<file path="src/rtl/teatris_pkg.sv">
// Shared definitions for the TEAtris multi-level control unit: state codes,
// map-select encodings, output bundle and the state-to-output decode.
package teatris_pkg;

   localparam int unsigned ESTADO_W   = 5;
   localparam int unsigned NIVEL_W    = 4;
   localparam int unsigned ERROS_W    = 4;
   localparam int unsigned NIVEIS_MAX = 15;
   localparam int unsigned ERROS_MAX  = 15;

   typedef enum logic [ESTADO_W-1:0] {
      INICIAL         = 5'h00,
      CONFIGURA       = 5'h01,
      CARREGA         = 5'h02,
      MOSTRA          = 5'h03,
      ESPERA          = 5'h04,
      TIMEOUT         = 5'h05,
      REGISTRA        = 5'h06,
      COMPARA         = 5'h07,
      ANALISA         = 5'h08,
      FIM             = 5'h09,
      ANIMA_ACERTO    = 5'h0C,
      ANIMA_ORIG      = 5'h0D,
      ANIMA_ERRO      = 5'h0F,
      ANIMA_ORIG_ERRO = 5'h11,
      NIVEL_UP        = 5'h12,
      PAUSA           = 5'h13
   } estado_t;

   localparam logic [1:0] MAPA_NORMAL = 2'b00;
   localparam logic [1:0] MAPA_ACERTO = 2'b01;
   localparam logic [1:0] MAPA_ERRO   = 2'b11;
   localparam logic [1:0] MAPA_NIVEL  = 2'b10;

   typedef struct packed {
      logic       zera_contador;
      logic       conta_contador;
      logic       enable_memoria;
      logic       registra_jogada;
      logic       zera_jogada;
      logic [1:0] sel_mapa;
      logic       sel_peca;
      logic       mapa_fim;
      logic       game_over;
      logic       vitoria;
   } saidas_t;

   // States timed by the animation timer (pause-capable together with ESPERA)
   function automatic logic eh_animacao(estado_t e);
      return (e == ANIMA_ACERTO) || (e == ANIMA_ORIG) || (e == ANIMA_ERRO) ||
             (e == ANIMA_ORIG_ERRO) || (e == NIVEL_UP);
   endfunction

   // Moore decode; venceu selects the FIM flavour
   function automatic saidas_t decodifica(estado_t e, logic venceu);
      saidas_t s;
      s = '0;
      case (e)
         INICIAL:         begin s.zera_contador = 1'b1; s.zera_jogada = 1'b1; end
         CONFIGURA:       s.zera_contador = 1'b1;
         CARREGA:         s.enable_memoria = 1'b1;
         MOSTRA:          begin s.enable_memoria = 1'b1; s.sel_peca = 1'b1; end
         REGISTRA:        s.registra_jogada = 1'b1;
         ANIMA_ACERTO:    begin s.sel_mapa = MAPA_ACERTO; s.sel_peca = 1'b1; end
         ANIMA_ERRO:      begin s.sel_mapa = MAPA_ERRO; s.sel_peca = 1'b1; end
         ANIMA_ORIG,
         ANIMA_ORIG_ERRO: s.sel_peca = 1'b1;
         ANALISA:         s.conta_contador = 1'b1;
         NIVEL_UP:        begin s.sel_mapa = MAPA_NIVEL; s.zera_contador = 1'b1; end
         TIMEOUT:         begin s.game_over = 1'b1; s.mapa_fim = 1'b1; end
         FIM:             begin
                             s.mapa_fim  = 1'b1;
                             s.game_over = ~venceu;
                             s.vitoria   = venceu;
                          end
         default:         s = '0;
      endcase
      return s;
   endfunction

endpackage

</file>
<file path="src/rtl/teatris_timer.sv">
// Loadable down-counter with enable; expira_c flags count==0.
// Ports: clock, reset (async active-low), carrega/valor load, habilita
// counts down, expira_c combinational expiry flag.
module teatris_timer #(
   parameter int unsigned W = 32
) (
   input  logic         clock,
   input  logic         reset,
   input  logic         carrega,
   input  logic         habilita,
   input  logic [W-1:0] valor,
   output logic         expira_c
);

   logic [W-1:0] contagem;

   always_ff @(posedge clock or negedge reset) begin
      if (!reset)
         contagem <= '0;
      else if (carrega)
         contagem <= valor;
      else if (habilita && (contagem != '0))
         contagem <= contagem - W'(1);
   end

   assign expira_c = (contagem == '0);

endmodule

</file>
<file path="src/rtl/teatris_uc_niveis.sv">
// TEAtris multi-level game control unit: Moore FSM driving the datapath,
// with animation / move-timeout timers, error (lives) count and levels.
// Ports: clock, reset (async active-low); start, pausa, fim_sequencia,
// tem_jogada, jogada_ok inputs; datapath controls, sel_mapa, sel_peca,
// mapa_fim, game_over, vitoria, nivel, erros, db_estado outputs.
// Optional: `define TEATRIS_PAUSA_EN enables the pausa toggle (PAUSA state).
module teatris_uc_niveis
   import teatris_pkg::*;
#(
   parameter int unsigned NUM_NIVEIS    = 4,
   parameter int unsigned MAX_ERROS     = 3,
   parameter int unsigned ANIM_CICLOS   = 50000000,
   parameter int unsigned TIMEOUT_BASE  = 250000000,
   parameter int unsigned TIMEOUT_PASSO = 50000000,
   parameter int unsigned TIMEOUT_MIN   = 50000000,
   parameter int unsigned TW            = 32
) (
   input  logic         clock,
   input  logic         reset,
   input  logic         start,
   input  logic         pausa,
   input  logic         fim_sequencia,
   input  logic         tem_jogada,
   input  logic         jogada_ok,
   output logic         zera_contador,
   output logic         conta_contador,
   output logic         enable_memoria,
   output logic         registra_jogada,
   output logic         zera_jogada,
   output logic [1:0]   sel_mapa,
   output logic         sel_peca,
   output logic         mapa_fim,
   output logic         game_over,
   output logic         vitoria,
   output logic [3:0]   nivel,
   output logic [3:0]   erros,
   output logic [4:0]   db_estado
);

   estado_t estado, prox, est_saida;
   saidas_t saidas_q;
   logic    venceu, venceu_prox;
   logic    inc_erros, inc_nivel, zera_jogo;
   logic    pausa_sobe;
   logic    exp_anim_c, exp_jogada_c;
   logic [63:0] desconto, limite;

   // Move-timeout limit for the current level, saturating at TIMEOUT_MIN
   always_comb begin
      desconto = 64'(nivel) * 64'(TIMEOUT_PASSO);
      limite   = (desconto >= 64'(TIMEOUT_BASE)) ? 64'd0 : 64'(TIMEOUT_BASE) - desconto;
      if (limite < 64'(TIMEOUT_MIN))
         limite = 64'(TIMEOUT_MIN);
   end

   // Animation timer reloads on every entry, but not when resuming from pause
   teatris_timer #(.W(TW)) u_timer_anim (
      .clock    (clock),
      .reset    (reset),
      .carrega  (eh_animacao(prox) && (prox != estado) && (estado != PAUSA)),
      .habilita (eh_animacao(estado)),
      .valor    (TW'(ANIM_CICLOS - 1)),
      .expira_c (exp_anim_c)
   );

   teatris_timer #(.W(TW)) u_timer_jogada (
      .clock    (clock),
      .reset    (reset),
      .carrega  (estado == MOSTRA),
      .habilita (estado == ESPERA),
      .valor    (TW'(limite - 64'd1)),
      .expira_c (exp_jogada_c)
   );

`ifdef TEATRIS_PAUSA_EN
   logic    pausa_q;
   estado_t salvo;

   always_ff @(posedge clock or negedge reset) begin
      if (!reset) begin
         pausa_q <= 1'b0;
         salvo   <= INICIAL;
      end else begin
         pausa_q <= pausa;
         if ((prox == PAUSA) && (estado != PAUSA))
            salvo <= estado;
      end
   end

   assign pausa_sobe = pausa & ~pausa_q;
   // While paused the outputs mirror the interrupted state
   assign est_saida  = (prox != PAUSA) ? prox : ((estado == PAUSA) ? salvo : estado);
`else
   logic unused_pausa;
   assign unused_pausa = pausa;
   assign pausa_sobe   = 1'b0;
   assign est_saida    = prox;
`endif

   // Next-state logic
   always_comb begin
      prox        = estado;
      inc_erros   = 1'b0;
      inc_nivel   = 1'b0;
      zera_jogo   = 1'b0;
      venceu_prox = venceu;
      case (estado)
         INICIAL: begin
            zera_jogo   = 1'b1;
            venceu_prox = 1'b0;
            if (start) prox = CONFIGURA;
         end
         CONFIGURA: prox = CARREGA;
         CARREGA:   prox = MOSTRA;
         MOSTRA:    prox = ESPERA;
         ESPERA: begin
            if (exp_jogada_c)    prox = TIMEOUT;
            else if (pausa_sobe) prox = PAUSA;
            else if (tem_jogada) prox = REGISTRA;
         end
         REGISTRA: prox = COMPARA;
         COMPARA: begin
            if (jogada_ok) prox = ANIMA_ACERTO;
            else begin
               prox      = ANIMA_ERRO;
               inc_erros = 1'b1;
            end
         end
         ANIMA_ACERTO: begin
            if (exp_anim_c)      prox = ANIMA_ORIG;
            else if (pausa_sobe) prox = PAUSA;
         end
         ANIMA_ORIG: begin
            if (exp_anim_c)      prox = ANALISA;
            else if (pausa_sobe) prox = PAUSA;
         end
         ANIMA_ERRO: begin
            if (exp_anim_c)      prox = ANIMA_ORIG_ERRO;
            else if (pausa_sobe) prox = PAUSA;
         end
         ANIMA_ORIG_ERRO: begin
            if (exp_anim_c) begin
               if (erros == ERROS_W'(MAX_ERROS)) begin
                  prox        = FIM;
                  venceu_prox = 1'b0;
               end else
                  prox = ANALISA;
            end else if (pausa_sobe)
               prox = PAUSA;
         end
         ANALISA: begin
            if (!fim_sequencia)
               prox = CARREGA;
            else if (nivel < NIVEL_W'(NUM_NIVEIS - 1))
               prox = NIVEL_UP;
            else begin
               prox        = FIM;
               venceu_prox = 1'b1;
            end
         end
         NIVEL_UP: begin
            if (exp_anim_c) begin
               prox      = CARREGA;
               inc_nivel = 1'b1;
            end else if (pausa_sobe)
               prox = PAUSA;
         end
         TIMEOUT, FIM: if (start) prox = INICIAL;
`ifdef TEATRIS_PAUSA_EN
         PAUSA: if (pausa_sobe) prox = salvo;
`endif
         default: prox = INICIAL;
      endcase
   end

   // State, game registers and registered output decode
   always_ff @(posedge clock or negedge reset) begin
      if (!reset) begin
         estado   <= INICIAL;
         nivel    <= '0;
         erros    <= '0;
         venceu   <= 1'b0;
         saidas_q <= decodifica(INICIAL, 1'b0);
      end else begin
         estado   <= prox;
         venceu   <= venceu_prox;
         saidas_q <= decodifica(est_saida, venceu_prox);
         if (zera_jogo)      nivel <= '0;
         else if (inc_nivel) nivel <= nivel + NIVEL_W'(1);
         if (zera_jogo)      erros <= '0;
         else if (inc_erros) erros <= erros + ERROS_W'(1);
      end
   end

   assign zera_contador   = saidas_q.zera_contador;
   assign conta_contador  = saidas_q.conta_contador;
   assign enable_memoria  = saidas_q.enable_memoria;
   assign registra_jogada = saidas_q.registra_jogada;
   assign zera_jogada     = saidas_q.zera_jogada;
   assign sel_mapa        = saidas_q.sel_mapa;
   assign sel_peca        = saidas_q.sel_peca;
   assign mapa_fim        = saidas_q.mapa_fim;
   assign game_over       = saidas_q.game_over;
   assign vitoria         = saidas_q.vitoria;
   assign db_estado       = estado;

endmodule

</file>
<file path="config.mk">
export PLATFORM = sky130hd
export DESIGN_NAME = teatris_uc_niveis
export DESIGN_NICKNAME = d
export VERILOG_FILES = /design/src/rtl/teatris_pkg.sv /design/src/rtl/teatris_timer.sv /design/src/rtl/teatris_uc_niveis.sv
export SDC_FILE = /design/constraint.sdc
export NUM_CORES = 1
export LEC_CHECK = 0
export BUFFER_PORTS_ARGS = -buffer_cell sky130_fd_sc_hd__buf_4
export CORE_ASPECT_RATIO = 1.5
export CORE_MARGIN = 4
export CORE_UTILIZATION = 29
export DETAILED_ROUTE_END_ITERATION = 16
export SLEW_MARGIN = 10
export SYNTH_ARGS = -nofsm -noshare
export SYNTH_HDL_FRONTEND = slang
export SYNTH_SLANG_ARGS = --single-unit
</file>
<file path="constraint.sdc">
create_clock -name clock -period 12.6 [get_ports clock]
set_input_delay 0.63 -clock clock [delete_from_list [all_inputs] [get_ports clock]]
set_output_delay 0.63 -clock clock [all_outputs]
set_load 0.02 [all_outputs]
</file>
Word-level counts from Yosys, hierarchy flattened
Index checks and enable logic that the tools add are counted.
{"block": "word_totals", "out_inout_bits": 24, "input_bits": 7, "wordCells": 125, "reg_bits": 89}
{"block": "op_classes", "n_eq_ne": 29, "n_reduce_logical": 26, "n_lt_le_gt_ge": 3, "n_mul": 1, "bitwise": 1, "mux": 43, "add_sub_neg": 6}
{"cell": "two-way mux 32 bit", "count": 5}
{"cell": "subtractor 32 x 1 -> 32 bit, second input constant", "count": 3}
{"cell": "case mux 5 bit (14 select lines)", "count": 1}
{"cell": "zero test 32 bit", "count": 2}
{"cell": "less-than comparator 64 x 26 -> 1 bit, second input constant", "count": 1}
{"cell": "two-way mux 64 bit", "count": 1}
{"cell": "nonzero test 32 bit", "count": 2}
{"cell": "two-way mux 5 bit", "count": 11}
{"cell": "equality test 5 x 4 -> 1 bit, second input constant", "count": 10}
{"cell": "subtractor 28 x 30 -> 31 bit, first input constant", "count": 1}
{"cell": "equality test 5 x 3 -> 1 bit, second input constant", "count": 6}
{"cell": ">= comparator 30 x 28 -> 1 bit, second input constant", "count": 1}
{"cell": "multiplier 4 x 19 -> 23 bit, second input constant", "count": 1}
{"cell": "equality test 5 x 2 -> 1 bit, second input constant", "count": 4}
{"cell": "equality test 5 bit, second input constant", "count": 4}
{"cell": "two-way mux 1 bit", "count": 17}
{"cell": "two-way mux 4 bit", "count": 4}
{"cell": "equality test 5 x 1 -> 1 bit, second input constant", "count": 2}
{"cell": "zero test 5 bit", "count": 2}
{"cell": "adder 4 x 1 -> 4 bit, second input constant", "count": 2}
{"cell": "logical OR 1 bit", "count": 8}
{"cell": "nonzero test 2 bit", "count": 4}
{"cell": "case mux 2 bit (3 select lines)", "count": 1}
{"cell": "!= test 5 bit", "count": 1}
{"cell": "other kinds (11)", "count": 15}

Longest topological paths before layout
Gate-level depths: netlist of run 1.
{"block": "depth", "depth_word": 12, "mapped_depth": 23, "depth_no_buf": 19}

Hierarchy
From an unflattened synthesis of run 1, not the netlist that was laid out.
{"block": "unflattened", "hier_cells": 969, "hier_area_um2": 8074.0}
{"mod": "teatris_timer", "cells_per_inst": 234, "instances": 2, "area_each_um2": 2067.0, "seq_area_each_um2": 800.8}
{"mod": "teatris_uc_niveis", "cells_per_inst": 501, "instances": 1, "area_each_um2": 3940.0, "seq_area_each_um2": 628.1}

Worst setup path before layout of run 1
No wires, ideal clock.
{"block": "synth_timing", "kind": "reg-to-reg", "from": "register nivel[2]", "to": "register u_timer_jogada.contagem[23]", "setup_ns": 0.131, "synth_period_minus_slack_ns": 5.945, "required_time_ns": 12.469, "arrival_time_ns": 5.813, "slack_ns": 6.655, "path_buffers": 1, "stages_incl_launch_ff": 18, "cell_sequence": "dfrtp_1 > fa_1 > fa_1 > fa_1 > a21o_1 > a221oi_2 > o21bai_1 > xor2_1 > and3b_1 > o41ai_2 > a21oi_1 > a211oi_2 > buf_2 > a211oi_1 > a21o_1 > nor3_1 > a31oi_1 > or3_1"}
{"block": "synth_via", "elab_chain_cells": 7, "word_cells_on_any_way": 8, "classes_between": "add/sub (2); mul (1); order compare (2); mux (3)"}
{"element": "start, declared", "line_no": "teatris_uc_niveis.sv:35", "source": "output logic [3:0] nivel,"}
{"element": "start signal, assigned", "line_no": "teatris_uc_niveis.sv:189", "source": "else if (inc_nivel) nivel <= nivel + NIVEL_W'(1);"}
{"element": "multiplier 4 x 19 -> 23 bit *", "line_no": "teatris_uc_niveis.sv:50", "source": "desconto = 64'(nivel) * 64'(TIMEOUT_PASSO);"}
{"element": "subtractor 28 x 30 -> 31 bit / >= comparator 30 x 28 -> 1 bit (equally long branches)", "line_no": "teatris_uc_niveis.sv:51", "source": "limite = (desconto >= 64'(TIMEOUT_BASE)) ? 64'd0 : 64'(TIMEOUT_BASE) - desconto;"}
{"element": "two-way mux 64 bit *", "line_no": "teatris_uc_niveis.sv:51"}
{"element": "less-than comparator 64 x 26 -> 1 bit", "line_no": "teatris_uc_niveis.sv:52", "source": "if (limite < 64'(TIMEOUT_MIN))"}
{"element": "two-way mux 32 bit *", "line_no": "teatris_uc_niveis.sv:52"}
{"element": "subtractor 32 x 1 -> 32 bit *", "line_no": "teatris_uc_niveis.sv:71", "source": ".valor (TW'(limite - 64'd1)),"}
{"element": "two-way mux 32 bit *", "line_no": "teatris_timer.sv:20", "source": "else if (carrega)"}
{"element": "end signal, assigned", "line_no": "teatris_timer.sv:21", "source": "contagem <= valor;"}
{"element": "end signal, assigned", "line_no": "teatris_timer.sv:23", "source": "contagem <= contagem - W'(1);"}
{"element": "end, declared", "line_no": "teatris_timer.sv:15", "source": "logic [W-1:0] contagem;"}
Mark *: on every way between the ends. The rest lies on a longest branch, timed or not.
A chain may end at the register's enable or synchronous reset.

Final worst setup path of run 1
{"block": "layout_timing", "from": "register nivel[2]", "to": "register u_timer_jogada.contagem[17]"}
Same word-level chain as after synthesis.

==> impl_metrics.ini, run 1 <==
[power]
power_leakage_nw = 3.17
sw_frac_of_total_pct = 44.3
power.clock.fraction_pct = 21.6
combinational_share_of_power_pct = 42.5
vdd_drop_max_uv = 76.3
power_per_cell_area_nw_per_um2 = 147
seq_power_share_pct = 35.8
cellInternalPower_w = 0.000672
power.net_switching_w = 0.000535

[synthesis]
synth_fa_ha_area_share_pct = 7.57
synth-async-reset-ratio_pct = 100
synth_seq_area_share_pct = 30.1
synth-compound-area-share_pct = 21.8
synth_xor_xnor_area_share_pct = 9.81
yosys.area_share.simple_pct = 25.6
netlist.area_leader.share_pct = 29.4
synth.avg_cell_area_um2 = 8.31
synthesized_net_count = 939
synth_top_family_by_area = simple AND/OR/NAND/NOR gates
synth_mux_area_share_pct = 1.40
synth_edf_count = 0
netlist_instances = 892
yosys_warnings = 0
synthesized_flop_and_latch_total = 89
synth_ff_type = dfrtp_1
yosysTopAreaCell = dfrtp_1
post_synth_main_area_contributors = dfrtp_1, xnor2_1, ha_1
synthDistinctLibCells = 87
mappedNetlistArea_um2 = 7410

[timing]
worst_hold_slack_across_all_endpoints_ps = 128
final-max-slew-violation-count = 0
rsz0062_at_grt = false
tightest_slew_ps = 1010
tns_ps = 0
fin_skew_ps = 21.0
worst_slack_ps = 4960
timing_hold_violations_final = 0
layout_min_cycle_time_ps = 7640
finalSetupViolCount = 0
finalCritPeriodShare_pct = 60.7
max_slew_headroom_pct = 32.3
timing.fmax_mhz = 131

[cts]
post_cts_resize_count = 0
post-cts-setup-buffers = 0
cts_max_level = 3
worstSkewPairLatency_ps = 360
clock_tree_from_tritoncts = built
inserted_clock_buffers = 9
cts.hold.buffers_added = 0
clock_tree.buffer_depth = 2
post_cts_clock_slew_at_the_launch_and_capture_registers_of_the_worst_setup_and_hold_paths_ps = 80
cts_num_sinks = 89
clockRootBuffer = clkbuf_16

[global_routing]
groute.usage.overall_pct = 14.0
grt_first_pass_wirelength_um = 33100
first_global_vias = 6664
grt_antenna_before_repair = 0
globalRouteOverflowTotal = 0
grt_start_max_net_pins = 73

[floorplan]
coreArea_um2 = 25100
fp.dieW_um = 139
die-area_um2 = 28200
top_level_ports = 31
fp.dieH_um = 204
floorplan.rows = 71
initial_utilization_pct = 29.5

[detailed_routing]
detailedRoute.firstIterationViolations = 307
drt_pre_antenna_iters = 5
finalWirelength_um = 19900
routed-via-count = 6655
routed_via_density = 5.42
drc = 0
avgRoutedWirePerCell_um = 16.2
route.antenna.remaining_nets = 0

[min_path]
hp-class = input pin to asynchronous set/reset pin

[placed_design]
placement.setup.worst_slack_ps = 5100
gp_congestion = 0.904
io_buffers = 29
detailed_place_hpwl_um = 14600

[layout]
n_fill_cell = 2665
finish.net_count = 943
diodes = 0
share_of_post_route_cells_with_drive_strength_above_1_pct = 10.7
leading_cell_type_in_the_layout_fill_and_taps_excluded = nand2_1
final_core_util_pct = 32.6
most-common-layout-cells = nand2_1, dfrtp_1, nor2_1
syn2layout_area_growth_pct = 10.5

[setup_path]
slowest_delay_ps = 750
startpoint = nivel[2]
timing.critical_path.fanout_max = 20
worst_path_dominant_cell_family = compound AO/OA/AOI/OAI gates
crit_buf_inv = 0
rrSetupSlack_ps = 4960
type_of_the_worst_setup_path = flip-flop to flip-flop
crit_top_cell = fa_1
critical_path.reg2reg.startpoint = nivel[2]
cp_data_arrival_time_ps = 7900
critical_path.endpoint_type = flip-flop
timing.critical_path.from_type = flip-flop
critical_path.cell_chain = fa_1 -> fa_1 -> fa_1 -> a21o_1 -> a221oi_2 -> o21bai_1 -> xor2_1 -> a31oi_1 -> o311ai_2 -> o41ai_2 -> a211oi_2 -> nand2_1 -> a31o_2 -> nor4_1 -> xor2_1 -> mux2_2
crit_slowest_cell = a211oi_2
required_time_of_the_worst_setup_path_ps = 12850

[outcome]
status = finished clean

[job]
drv.max_cap_violation_count = 0
cell type report:
class / instances / area [um^2] / share of cell area, %
sequential: 89 / 2230 / 27.2
timing repair buffer: 35 / 263 / 3.21
multi-input combinational: 738 / 4920 / 60.1
clock inverter: 5 / 38.8 / 0.474
clock buffer: 10 / 239 / 2.92
inverter: 23 / 86.3 / 1.05
tap: 328 / 410 / 5.01
per-layer routing:
metal / wire (um) / up-vias / global-route usage [%]
met1: 8090 / 3198 / 15.7
met3: 475 / 48 / 1.41
met2: 10600 / 150 / 26.6
li1: - / 3259 / -
met4: 744 / 0 / 6.50
met5: 0 / - / 0
through the flow:
| stage | total power [W] | instances | area, um^2 |
|---|---|---|---|
| 6_report | 0.00121 | 1228 | 8190 |
| 5_1_grt | 0.00129 | 1228 | 8190 |
| 4_1_cts | 0.00122 | 1228 | 8190 |
| 3_5_place_dp | 0.000951 | 1213 | 7910 |
| 3_3_place_gp | 0.000943 | 1213 | 7910 |
| 2_1_floorplan | 0.000807 | 892 | 7410 |
power by group through the flow:
stage                     Sequential, W  Clock, W  Combinational [W]
after floorplan                0.000418         0           0.000390
after global routing           0.000442  0.000281           0.000569
after global placement         0.000436         0           0.000507
after detailed placement       0.000436         0           0.000515
after CTS                      0.000431  0.000268           0.000517
final                          0.000432  0.000261           0.000513
synth_stat cells (13+ instances only):
library cell and instances:
nand2_1 94, dfrtp_1 87, nor2_1 83, xnor2_1 59, a21oi_1 58, nor3_1 50
o21ai_0 49, ha_1 32, clkbuf_1 29, nand3_1 29, xor2_1 24, inv_1 23
or3_1 20, nor4_1 17, a31oi_1 14, a211oi_1 13, o211ai_1 13
logic make-up (layout without fill, tap and decap cells):
| group | count (synthesis) | after routing |
|---|---|---|
| multiplexers | 10 | 10 |
| buffers and inverters | 65 | 73 |
| adder cells (fa/ha/maj) | 40 | 40 |
| XOR/XNOR | 83 | 83 |
| AND/OR/NAND/NOR | 374 | 374 |
| flip-flops | 89 | 89 |
| AO/OA/AOI/OAI | 231 | 231 |
worst register-to-register path, stage by stage (launching register included):
cell and delay [ps]:
dfrtp_1 670, fa_1 610, fa_1 600, fa_1 510, a21o_1 250, a221oi_2 510, o21bai_1 180, xor2_1 710
a31oi_1 210, o311ai_2 570, o41ai_2 210, a211oi_2 750, nand2_1 700, a31o_2 470, nor4_1 230, xor2_1 110
mux2_2 270
registers in the layout, summed over array words and instances (netlist names):
name                     count
conta_contador               1
db_estado                    5
enable_memoria               1
erros                        4
game_over                    1
mapa_fim                     1
nivel                        4
registra_jogada              1
sel_mapa                     2
sel_peca                     1
u_timer_anim.contagem       32
u_timer_jogada.contagem     32
venceu                       1
vitoria                      1
zera_contador                1
zera_jogada                  1
final timing paths:
kind	to	cells past startpoint
worst max-delay path	u_timer_jogada.contagem[17]	16
worst max register to register	u_timer_jogada.contagem[17]	16
max in group asynchronous	venceu	2
min in group clock	u_timer_jogada.contagem[7]	1
worst min register to register	u_timer_jogada.contagem[7]	1
worst min-delay path	u_timer_jogada.contagem[28]	1
Note: power is estimated with default switching activity, not from simulation.
==> inputs of run 2 (changes only) <==
- ABC_AREA: default -> 1
- clock period: 12.6 -> 7.15 ns (I/O delays scaled with it)
==> impl_metrics.ini, run 2 <==
[outcome]
status = finished clean

[layout]
final_core_util_pct = 33.1
diodes = 0
share_of_post_route_cells_with_drive_strength_above_1_pct = 11.4
most-common-layout-cells = nand2_1, inv_1, nor2_1
finish.net_count = 1295
multiInputGateArea_um2 = 4980
seqCellArea_um2 = 2230
stdcell_area_um2 = 8850
leading_cell_type_in_the_layout_fill_and_taps_excluded = nand2_1
n_fill_cell = 2909
syn2layout_area_growth_pct = 11.5
layoutNonFillerInstCount = 1590

[power]
power_leakage_nw = 4.44
vdd_drop_max_uv = 111
power_per_cell_area_nw_per_um2 = 279

[min_path]
worst_hold_path_startpoint = tem_jogada
min_to = registra_jogada
worstHoldPathCells = 3
hp-class = input pin to flip-flop

[timing]
max_slew_headroom_pct = 31.5
final-max-slew-violation-count = 0
fin_skew_ps = 12.1
timing_hold_violations_final = 0
tns_ps = 0
rsz0062_at_grt = false
finalCritPeriodShare_pct = 82.6
timing.fmax_mhz = 169
layout_min_cycle_time_ps = 5910
tightest_slew_ps = 1030
worst_hold_slack_across_all_endpoints_ps = 335
finalSetupViolCount = 0

[floorplan]
initial_utilization_pct = 29.7
fp.dieW_um = 143
coreArea_um2 = 26800
top_level_ports = 31
fp.dieH_um = 211
floorplan.rows = 73
die-area_um2 = 30200

[cts]
post_cts_resize_count = 0
worstSkewPairLatency_ps = 350
inserted_clock_buffers = 9
clockRootBuffer = clkbuf_16
post-cts-setup-buffers = 0
cts_num_sinks = 89
clock_tree_from_tritoncts = built
cts.hold.buffers_added = 1
post_cts_clock_slew_at_the_launch_and_capture_registers_of_the_worst_setup_and_hold_paths_ps = 70
cts_max_level = 3
clock_tree.buffer_depth = 2

[global_routing]
first_global_vias = 7789
grt_antenna_before_repair = 0
groute.usage.overall_pct = 15.2
grt_start_max_net_pins = 57
globalRouteOverflowTotal = 0
grt_first_pass_wirelength_um = 37400

[synthesis]
synth.avg_cell_area_um2 = 6.49
synthDistinctLibCells = 50
synthesized_flop_and_latch_total = 89
synth_seq_area_share_pct = 28.1
synth_ff_type = dfrtp_1
synth_edf_count = 0
netlist.area_leader.share_pct = 27.4
mappedNetlistArea_um2 = 7940
yosysTopAreaCell = dfrtp_1
synth_cell_count_leaders = nand2_1, inv_1, nor2_1
yosys_warnings = 0
netlist_instances = 1223
post_synth_main_area_contributors = dfrtp_1, nand2_1, inv_1
synth-async-reset-ratio_pct = 100
synth.most_common_cell = nand2_1
synthesized_net_count = 1270

[setup_path]
required_time_of_the_worst_setup_path_ps = 7380
timing.rr.end = u_timer_jogada.contagem[22]
r2r.worst_path.cells = 29
timing.critical_path.fanout_max = 18
rrSetupSlack_ps = 1240
critical_path.endpoint_type = flip-flop
critical_path.reg2reg.startpoint = nivel[2]
slowest_delay_ps = 710
crit_slowest_cell = dfrtp_1
crit_top_cell = nand2_1
cp_data_arrival_time_ps = 6140
type_of_the_worst_setup_path = flip-flop to flip-flop
timing.critical_path.from_type = flip-flop

[placed_design]
place_area_um2 = 8500
detailed_place_hpwl_um = 17700
gp_congestion = 0.914
dp_cells = 1573
io_buffers = 29

[detailed_routing]
routed_via_density = 4.87
finalWirelength_um = 22100
routed-via-count = 7737
route.antenna.remaining_nets = 0
detailedRoute.firstIterationViolations = 380
drt_pre_antenna_iters = 5
avgRoutedWirePerCell_um = 13.9
drc = 0

[job]
drv.max_cap_violation_count = 0
## run 2: cell types whose count changed in the layout (fill, tap and decap cells not counted), moves of 30 or more
cell     before  now
inv_1        23  157
nand2_1      94  344
nand2_2       0   30
xnor2_1      59   10
nand3_1      28   94
nor2_1       83  153
## run 2: metal layers
| metal | global-route usage [%] | vias to the layer above | wire length (um) |
|---|---|---|---|
| met2 | 28.3 | 118 | 11600 |
| met1 | 16.8 | 3566 | 8910 |
| met4 | 7.22 | 0 | 1010 |
| met3 | 1.95 | 60 | 567 |
| met5 | 0 | - | 0 |
| li1 | - | 3993 | - |
## run 2: layout make-up
cell class,count,area share [%]
well taps,337,4.76
multi-input cells,951,56.3
inverters,163,6.91
flip-flops and latches,89,25.2
clock buffers,9,2.54
repair buffers,34,2.91
clock inverters,7,1.40
## run 2: logic make-up (layout without fill, tap and decap cells)
family,Yosys count,in the layout,share of synthesized area (%)
AOI/OAI and AO/OA,128,128,8.87
adders and majority gates,40,40,7.06
and+or+nand+nor,758,758,44.0
xor gates and xnor gates,25,25,2.76
buffers and inverters,183,213,9.23
DFF,89,89,28.1
## run 2: power breakdown
| group | switching, W | internal (W) | total (W) | leakage [nW] |
|---|---|---|---|---|
| Clock | 0.000222 | 0.000346 | 0.000568 | 0.172 |
| Sequential | 0.0000906 | 0.000618 | 0.000709 | 1.10 |
| Combinational | 0.000826 | 0.000367 | 0.00119 | 3.17 |
## run 2: worst max-delay path, delay by kind of cell (launching register included)
kind / cells / cell delay (ps)
buf+inv: 2 / 120
flops: 1 / 710
fa+ha+maj: 3 / 1610
simple gates: 21 / 2620
compound gates: 3 / 710
## run 2: worst max path at each step
stage / end / from / slack, ps / depth (start not counted)
after global placement: u_timer_jogada.contagem[22] / nivel[2] / 1340 / 30
after global routing: u_timer_jogada.contagem[22] / nivel[2] / 660 / 29
after floorplan: u_timer_jogada.contagem[28] / nivel[2] / 2260 / 32
after detailed placement: u_timer_jogada.contagem[22] / nivel[2] / 1270 / 29
after CTS: u_timer_jogada.contagem[22] / nivel[2] / 1260 / 29
final: u_timer_jogada.contagem[22] / nivel[2] / 1240 / 29
## run 2: through the flow
step                setup WS (ps)  total power [W]
detailed placement           1270          0.00191
floorplan                    2260          0.00159
global placement             1340          0.00191
finish                       1240          0.00247
CTS                          1260          0.00249
global route                  664          0.00268
==> inputs of run 3 (changes only) <==
- clock period: 7.15 -> 5.46 ns (I/O delays scaled with it)
==> impl_metrics.ini, run 3 (same netlist as run 2, synthesis figures left out) <==
[outcome]
status = finished clean

[job]
drv.max_cap_violation_count = 0

[power]
power_per_cell_area_nw_per_um2 = 352
totalPowerFinal_w = 0.00326
vdd_drop_max_uv = 210
power_leakage_nw = 4.54

[placed_design]
detailed_place_hpwl_um = 17900
gp_congestion = 0.938
io_buffers = 29
place_area_um2 = 8670

[cts]
cts_num_sinks = 89
worstSkewPairLatency_ps = 370
clockRootBuffer = clkbuf_16
inserted_clock_buffers = 9
clock_tree_from_tritoncts = built
clock_tree.buffer_depth = 2
cts_max_level = 3
post_cts_clock_slew_at_the_launch_and_capture_registers_of_the_worst_setup_and_hold_paths_ps = 80

[timing]
finalCritPeriodShare_pct = 93.8
tightest_slew_ps = 987
finalSetupViolCount = 0
timing_hold_violations_final = 0
tns_ps = 0
fin_skew_ps = 9.91
worst_hold_slack_across_all_endpoints_ps = 254
final-max-slew-violation-count = 0
layout_min_cycle_time_ps = 5120
max_slew_headroom_pct = 34.1
rsz0062_at_grt = true
timing.fmax_mhz = 195

[setup_path]
cp_data_arrival_time_ps = 5340
type_of_the_worst_setup_path = flip-flop to flip-flop
timing.critical_path.fanout_max = 8
r2r.worst_path.cells = 31
critical_path.endpoint_type = flip-flop
slowest_delay_ps = 600
required_time_of_the_worst_setup_path_ps = 5670
crit_slowest_cell = fa_1
timing.critical_path.from_type = flip-flop

[floorplan]
fp.dieH_um = 211
floorplan.rows = 73
fp.dieW_um = 143
coreArea_um2 = 26800
initial_utilization_pct = 29.7
die-area_um2 = 30200
top_level_ports = 31

[global_routing]
grt_antenna_before_repair = 0
grt_first_pass_wirelength_um = 36600
groute.usage.overall_pct = 15.0
globalRouteOverflowTotal = 0
grt_start_max_net_pins = 70
first_global_vias = 7517

[layout]
syn2layout_area_growth_pct = 16.6
final_core_util_pct = 34.6
diodes = 0
leading_cell_type_in_the_layout_fill_and_taps_excluded = nand2_1
most-common-layout-cells = nand2_1, inv_1, nor2_1
finish.net_count = 1325
stdcell_area_um2 = 9260
share_of_post_route_cells_with_drive_strength_above_1_pct = 16.9

[min_path]
worstHoldPathCells = 3
hp-class = input pin to flip-flop

[detailed_routing]
avgRoutedWirePerCell_um = 14.1
detailedRoute.firstIterationViolations = 370
routed_via_density = 4.86
drt_pre_antenna_iters = 5
drc = 0
finalWirelength_um = 22900
routed-via-count = 7881
route.antenna.remaining_nets = 0
[run 3: where the power goes]
| group | switching (W) | internal (W) |
|---|---|---|
| registers | 0.000114 | 0.000809 |
| clock network | 0.000324 | 0.000323 |
| logic | 0.00116 | 0.000532 |
| total | 0.00160 | 0.00166 |
[run 3: final timing paths]
path                       slack, ps                        start                           to
setup / recovery                 340                     nivel[2]  u_timer_jogada.contagem[20]
hold / removal                   250                   tem_jogada              registra_jogada
setup reg to reg                 340                     nivel[2]  u_timer_jogada.contagem[20]
hold reg to reg                  510  u_timer_jogada.contagem[25]  u_timer_jogada.contagem[25]
max in group asynchronous       3890                        reset                     nivel[2]
min in group asynchronous        360                        reset  u_timer_jogada.contagem[29]
[run 3: repair_timing]
item                                    4_1_cts  5_1_grt
setup buffers                                 0        4
hold buffers                                  1        0
endpoints found under the setup margin        0       22
resized for setup                             0       65
hold endpoints to repair                     20        0
[run 3: area by class of cell]
cell class / count / area [um^2]
Fill cell: 2854 / 17500
Sequential cell: 89 / 2230
Clock buffer: 9 / 225
Clock inverter: 7 / 73.8
Tap cell: 337 / 422
Timing Repair Buffer: 60 / 465
Multi-Input combinational cell: 955 / 5240
Inverter: 163 / 612
[run 3: critical path: cells and delay by family (launching register included)]
| kind | cells | cell delay (ps) |
|---|---|---|
| AOI/OAI and AO/OA | 1 | 90 |
| adders and majority gates | 3 | 1670 |
| buffers and inverters | 2 | 190 |
| DFF | 1 | 450 |
| and+or+nand+nor | 25 | 2590 |
[run 3: per-stage QoR]
step / worst slack, ps / std cells
2_1_floorplan: 574 / 1223
3_3_place_gp: 84.1 / 1595
3_5_place_dp: 51.4 / 1595
4_1_cts: 25.9 / 1612
5_1_grt: -71.4 / 1620
6_report: 339 / 1620
[run 3: routing by layer]
layer  track usage (%)  up-vias  part of all wire [%]  wire length (um)
met4              7.15        0                   4.0               910
met3              2.20       45                   3.3               746
met2              28.2      141                    55             12500
met1              16.2     3642                    38              8720
met5                 0        -                     0                 0
li1                  -     4053                     -                 -
